==> config.mk <==
export PLATFORM = sky130hd
export DESIGN_NAME = game_referee
export DESIGN_NICKNAME = d
export VERILOG_FILES = /design/src/rtl/game_pkg.sv /design/src/rtl/player_life.sv /design/src/rtl/game_referee.sv
export SDC_FILE = /design/constraint.sdc
export NUM_CORES = 1
export LEC_CHECK = 0
export CAP_MARGIN = 20
export CORE_ASPECT_RATIO = 0.75
export CORE_MARGIN = 2
export CORE_UTILIZATION = 52
export DETAILED_ROUTE_END_ITERATION = 8
export PLACE_DENSITY = 0.91
export SLEW_MARGIN = 20
export SYNTH_ARGS = -nofsm -noshare
export SYNTH_HDL_FRONTEND = slang
export SYNTH_SLANG_ARGS = --single-unit
==> constraint.sdc <==
create_clock -name clk -period 2.5 [get_ports clk]
set_input_delay 0.5 -clock clk [delete_from_list [all_inputs] [get_ports clk]]
set_output_delay 0.5 -clock clk [all_outputs]
set_load 0.1 [all_outputs]
==> src/rtl/game_pkg.sv <==
// Shared game encodings: referee FSM states, game_state codes and widths.
// Also imported by the VGA overlay and seven-segment health display.
package game_pkg;
    localparam int HEALTH_W = 2;
    localparam int WINS_MAX = 9;

    localparam logic [1:0] GS_RUNNING = 2'd0;
    localparam logic [1:0] GS_A_WIN   = 2'd1;
    localparam logic [1:0] GS_B_WIN   = 2'd2;
    localparam logic [1:0] GS_DRAW    = 2'd3;

    typedef enum logic [1:0] {
        ST_IDLE    = 2'd0,
        ST_PLAYING = 2'd1,
        ST_OVER    = 2'd2
    } ref_state_t;
endpackage

==> src/rtl/player_life.sv <==
// One player's health and post-hit invulnerability window.
// health_nxt is the value the register takes at the coming edge, so the
// referee can resolve a KO on the same edge as the hit.
module player_life
    import game_pkg::*;
#(
    parameter int MAX_HEALTH   = 3,
    parameter int INVULN_TICKS = 2
) (
    input  logic                clk,
    input  logic                reset_sw,
    input  logic                load,
    input  logic                playing,
    input  logic                tick,
    input  logic                hit,
    output logic [HEALTH_W-1:0] health,
    output logic [HEALTH_W-1:0] health_nxt,
    output logic                inv
);
    logic [2:0] cnt, cnt_nxt;
    logic       hit_ok;

    // Hit qualification; a counted hit reloads the window and swallows a same-cycle tick.
    always_comb begin
        hit_ok     = playing && hit && (cnt == 3'd0) && (health != '0);
        health_nxt = health;
        cnt_nxt    = cnt;
        if (load) begin
            health_nxt = HEALTH_W'(MAX_HEALTH);
            cnt_nxt    = 3'd0;
        end else if (hit_ok) begin
            health_nxt = health - 1'b1;
            cnt_nxt    = 3'(INVULN_TICKS);
        end else if (playing && tick && (cnt != 3'd0)) begin
            cnt_nxt = cnt - 3'd1;
        end
    end

    // Health, window counter and registered invulnerable flag.
    always_ff @(posedge clk or posedge reset_sw) begin
        if (reset_sw) begin
            health <= HEALTH_W'(MAX_HEALTH);
            cnt    <= 3'd0;
            inv    <= 1'b0;
        end else begin
            health <= health_nxt;
            cnt    <= cnt_nxt;
            inv    <= (cnt_nxt != 3'd0);
        end
    end
endmodule

==> src/rtl/game_referee.sv <==
// Match referee: round FSM, KO/timeout resolution and win tallies.
// Optional round timer enabled by defining REFEREE_ROUND_TIMEOUT_EN;
// without it time_left stays 0 and rounds end only by KO.
module game_referee
    import game_pkg::*;
#(
    parameter int MAX_HEALTH    = 3,
    parameter int INVULN_TICKS  = 2,
    parameter int ROUND_SECONDS = 99
) (
    input  logic                clk,
    input  logic                reset_sw,
    input  logic                tick_1hz,
    input  logic                start,
    input  logic                hit_a,
    input  logic                hit_b,
    output logic [HEALTH_W-1:0] health_a,
    output logic [HEALTH_W-1:0] health_b,
    output logic                inv_a,
    output logic                inv_b,
    output logic                round_active,
    output logic [1:0]          game_state,
    output logic [3:0]          wins_a,
    output logic [3:0]          wins_b,
    output logic [6:0]          time_left
);
`ifdef REFEREE_ROUND_TIMEOUT_EN
    localparam bit TO_EN = 1'b1;
`else
    localparam bit TO_EN = 1'b0;
`endif
    // With the timer disabled the load value is 0, so time_left never moves.
    localparam logic [6:0] TL_LOAD = TO_EN ? 7'(ROUND_SECONDS) : 7'd0;
    localparam logic [3:0] WMAX    = 4'(WINS_MAX);

    ref_state_t state, state_nxt;
    logic [1:0] gs_nxt;
    logic       inc_a, inc_b, load, playing, ko_a, ko_b, timeout;
    logic [1:0][HEALTH_W-1:0] health, health_nxt;
    logic [1:0] inv;
    logic [1:0] hit_vec;

    assign load    = start && (state != ST_PLAYING);
    assign playing = (state == ST_PLAYING);
    assign hit_vec = {hit_b, hit_a};

    for (genvar p = 0; p < 2; p++) begin : g_player
        player_life #(
            .MAX_HEALTH  (MAX_HEALTH),
            .INVULN_TICKS(INVULN_TICKS)
        ) u_life (
            .clk       (clk),
            .reset_sw  (reset_sw),
            .load      (load),
            .playing   (playing),
            .tick      (tick_1hz),
            .hit       (hit_vec[p]),
            .health    (health[p]),
            .health_nxt(health_nxt[p]),
            .inv       (inv[p])
        );
    end

    assign health_a = health[0];
    assign health_b = health[1];
    assign inv_a    = inv[0];
    assign inv_b    = inv[1];
    assign ko_a     = (health_nxt[0] == '0);
    assign ko_b     = (health_nxt[1] == '0);
    assign timeout  = TO_EN && tick_1hz && (time_left == 7'd1);

    // Next state and outcome; KO outranks timeout, timeout compares next health.
    always_comb begin
        state_nxt = state;
        gs_nxt    = game_state;
        case (state)
            ST_IDLE, ST_OVER: begin
                if (start) begin
                    state_nxt = ST_PLAYING;
                    gs_nxt    = GS_RUNNING;
                end
            end
            ST_PLAYING: begin
                if (ko_a || ko_b) begin
                    state_nxt = ST_OVER;
                    gs_nxt    = (ko_a && ko_b) ? GS_DRAW : (ko_a ? GS_B_WIN : GS_A_WIN);
                end else if (timeout) begin
                    state_nxt = ST_OVER;
                    if (health_nxt[0] > health_nxt[1])      gs_nxt = GS_A_WIN;
                    else if (health_nxt[1] > health_nxt[0]) gs_nxt = GS_B_WIN;
                    else                                    gs_nxt = GS_DRAW;
                end
            end
            default: state_nxt = ST_IDLE;
        endcase
        inc_a = playing && (state_nxt == ST_OVER) && (gs_nxt == GS_A_WIN);
        inc_b = playing && (state_nxt == ST_OVER) && (gs_nxt == GS_B_WIN);
    end

    // State, outcome, round flag, tallies and round timer.
    always_ff @(posedge clk or posedge reset_sw) begin
        if (reset_sw) begin
            state        <= ST_IDLE;
            game_state   <= GS_RUNNING;
            round_active <= 1'b0;
            wins_a       <= 4'd0;
            wins_b       <= 4'd0;
            time_left    <= 7'd0;
        end else begin
            state        <= state_nxt;
            game_state   <= gs_nxt;
            round_active <= (state_nxt == ST_PLAYING);
            if (inc_a && wins_a != WMAX) wins_a <= wins_a + 4'd1;
            if (inc_b && wins_b != WMAX) wins_b <= wins_b + 4'd1;
            if (load)
                time_left <= TL_LOAD;
            else if (playing && tick_1hz && time_left != 7'd0)
                time_left <= time_left - 7'd1;
        end
    end
endmodule
==> impl_metrics.py <==
metrics = {
    "run_status": {
        "status": "complete, no violations",
    },
    "cts": {
        "root_buffer": "clkbuf_8",
        "clock_latency_ns": 0.29,
        "htreeDepth": 2,
        "post_cts_resized": 0,
        "clockBufferDepth": 2,
        "post-cts-setup-buffers": 0,
        "cts.clk_slew.worst_paths_ns": 0.06,
        "hold_buffers": 0,
        "cts_tree": "built",
        "cts.sinks": 32,
        "cts_buffers": 5,
    },
    "drt": {
        "wl_um": 3343,
        "wire_per_inst_um": 13.59,
        "vias": 1314,
        "ant_nets": 0,
        "drc": 0,
        "vias_per_cell": 5.341,
        "drt_pass1_iterations": 4,
        "drt_iter0_markers": 116,
    },
    "worst_setup_path": {
        "reg2reg_depth": 7,
        "critPathKind": "flip-flop to flip-flop",
        "startpoint_type": "flip-flop",
        "slowest_stage": "dfstp_4",
        "startpoint": "g_player[0].u_life.health[0]",
        "r2r_slack_ns": 0.18,
        "r2r_start": "g_player[0].u_life.health[0]",
        "worst-path-buf-inv": 1,
        "crit_path_max_incr_delay_ns": 0.62,
        "critPathArrivalTime_ns": 2.49,
        "critical-path-top-delay-family": "simple AND/OR/NAND/NOR gates",
        "end_kind": "flip-flop",
        "crit_fanout": 4,
        "reg2reg_to": "wins_b[0]",
        "crit_chain": "inv_1, ha_1, and4bb_4, mux2i_1, and2_2, nand3_1, xnor2_1",
        "cp.required_ns": 2.67,
    },
    "hold_path": {
        "min_delay_worst_endpoint": "time_left[5]",
        "holdPathStages": 1,
        "holdCritStartpoint": "time_left[5]",
        "holdCritPathClass": "flip-flop to flip-flop",
    },
    "synthesis": {
        "synth_top_cell_area_share_pct": 40.37,
        "synth_edf_count": 0,
        "ys_ff_latch": 32,
        "avgSynthCellArea_um2": 10.33,
        "yosysWarnings": 0,
        "synth_nets": 186,
        "synth.largest_area_cell": "dfrtp_1",
        "synth_cell_types": 40,
        "async_flop_share_pct": 100.0,
        "ys_seq_area_share_pct": 46.43,
        "syn-instance-count": 168,
        "synthFlopType": "dfrtp_1",
        "synth_area_leaders": "dfrtp_1 40%, ha_1 8.7%, xnor2_1 6.6%",
        "synth_area_mm2": 0.001735,
    },
    "die": {
        "rows": 18,
        "initial_core_util_pct": 53.51,
        "die_x_um": 70.71,
        "io-pin-count": 30,
        "core_area_mm2": 0.003243,
        "die_y_um": 54.03,
        "die_area_mm2": 0.003820,
    },
    "final_layout": {
        "area_delta_synth_final_pct": 22.13,
        "antenna_cells": 0,
        "final_util_pct": 65.35,
        "final_nets": 223,
        "drive_gt1_share_pct": 23.79,
    },
    "sta": {
        "hold_ws_ns": 0.5113,
        "rsz0062_at_grt": "no",
        "drv_slew": 0,
        "tightest_slew_ns": 0.5505,
        "setup_tns_ns": 0,
        "hold_viol_final": 0,
        "maxSlewHeadroom_pct": 62.96,
        "fin_crit_sh_pct": 92.64,
        "setup_viol": 0,
        "final.setup_skew_ns": 0.002840,
        "achievable-frequency_mhz": 431.8,
        "period_minus_slack_ns": 2.316,
    },
    "global_route": {
        "grt_pass1_wl_um": 5575,
        "grt_overflow": 0,
        "grtUsageTotal_pct": 19.73,
        "antenna_found_initial": 0,
        "grt_max_degree": 33,
        "grt_pass1_vias": 1177,
    },
    "job": {
        "cap_violations": 0,
    },
    "placement": {
        "gp_congestion": 0.8316,
        "port-buffer-count": 29,
        "dp_hpwl_um": 2411,
    },
}
kinds of logic after synthesis:
logic type	synth area share, %
and+or+nand+nor	19.54
xor gates and xnor gates	8.075
AOI/OAI and AO/OA	9.589
adders and majority gates	8.652
buffers and inverters	4.182
DFF	46.43
muxes	3.533
cells in the mapped netlist (2+ instances only):
cell	n
nand4_1	3
nand3_1	6
xnor2_1	13
o21ai_0	3
ha_1	12
a31oi_1	2
dfstp_2	4
mux2i_1	5
nand2_1	21
nand3b_1	3
dfrtp_1	28
and2_1	3
and3_1	2
inv_1	16
o41ai_1	2
nor2_1	10
or2_2	3
xor2_1	3
o211ai_1	2
a21oi_1	5
o311ai_0	3
cell type report:
class | count | area (µm²)
Tap cell | 40 | 50.05
Timing Repair Buffer | 32 | 252.7
Fill cell | 269 | 1124
Inverter | 16 | 60.06
Clock buffer | 8 | 90.09
Multi-Input combinational cell | 118 | 857.1
Sequential cell | 32 | 809.5
per-stage QoR:
stage	area [µm²]	cells	setup WS [ns]
2_1_floorplan	1739	168	0.01264
3_3_place_gp	2029	238	0.2816
3_5_place_dp	2029	238	0.2130
4_1_cts	2120	246	0.2278
5_1_grt	2120	246	0.09483
6_report	2120	246	0.1841
registers in the layout, indices dropped and copies added, names as in the netlist:
signal                  flops
g_player.u_life.cnt         6
time_left                   7
state                       2
wins_a                      4
wins_b                      4
g_player.u_life.health      4
round_active                1
game_state                  2
g_player.u_life.inv         2
cell usage in the layout, fill, tap and decap left out, drive strengths merged, types with 2 or more instances in the layout:
cell           netlist  final
dfrtp               28     28
a31oi                3      3
inv                 16     16
o311ai               3      3
mux2i                5      5
clkbuf               0      8
nand3                6      6
o41ai                2      2
or2                  3      3
nor2                10     10
a21oi                5      5
o21ai                3      3
and3                 2      2
nand3b               3      3
ha                  12     12
buf                  2     27
o211ai               2      2
xnor2               13     13
and4bb               2      2
nand4                3      3
and2                 4      4
xor2                 3      3
clkdlybuf4s50        0      5
nand2               21     21
dfstp                4      4
worst max-delay path by stage:
stage,endpoint,slack [ns],cells after the start
2_1_floorplan,wins_a[3],0.01,7
3_3_place_gp,wins_a[3],0.28,6
6_report,wins_b[0],0.18,7
3_5_place_dp,wins_a[3],0.21,6
5_1_grt,wins_b[2],0.09,7
4_1_cts,wins_b[0],0.23,7
worst register-to-register path, cell delays in order, from the launching register on:
cell and delay [ns]:
dfstp_4 0.62, inv_1 0.07, ha_1 0.19, and4bb_4 0.34, mux2i_1 0.42, and2_2 0.25
nand3_1 0.15, xnor2_1 0.16
metal layers:
layer  global-route usage [%]  vias to the layer above  wire length (µm)  part of all wire, %
met4                    7.547                        0                36                  1.1
met3                    6.742                        4               186                  5.6
met2                    28.97                       33              1419                   42
li1                         -                      647                 -                    -
met5                        0                        -                 0                    0
met1                    27.20                      630              1699                   51
Power is left out: the tool's default activity adds up to more than one toggle a clock period on the data nets, which glitch-free logic cannot reach.
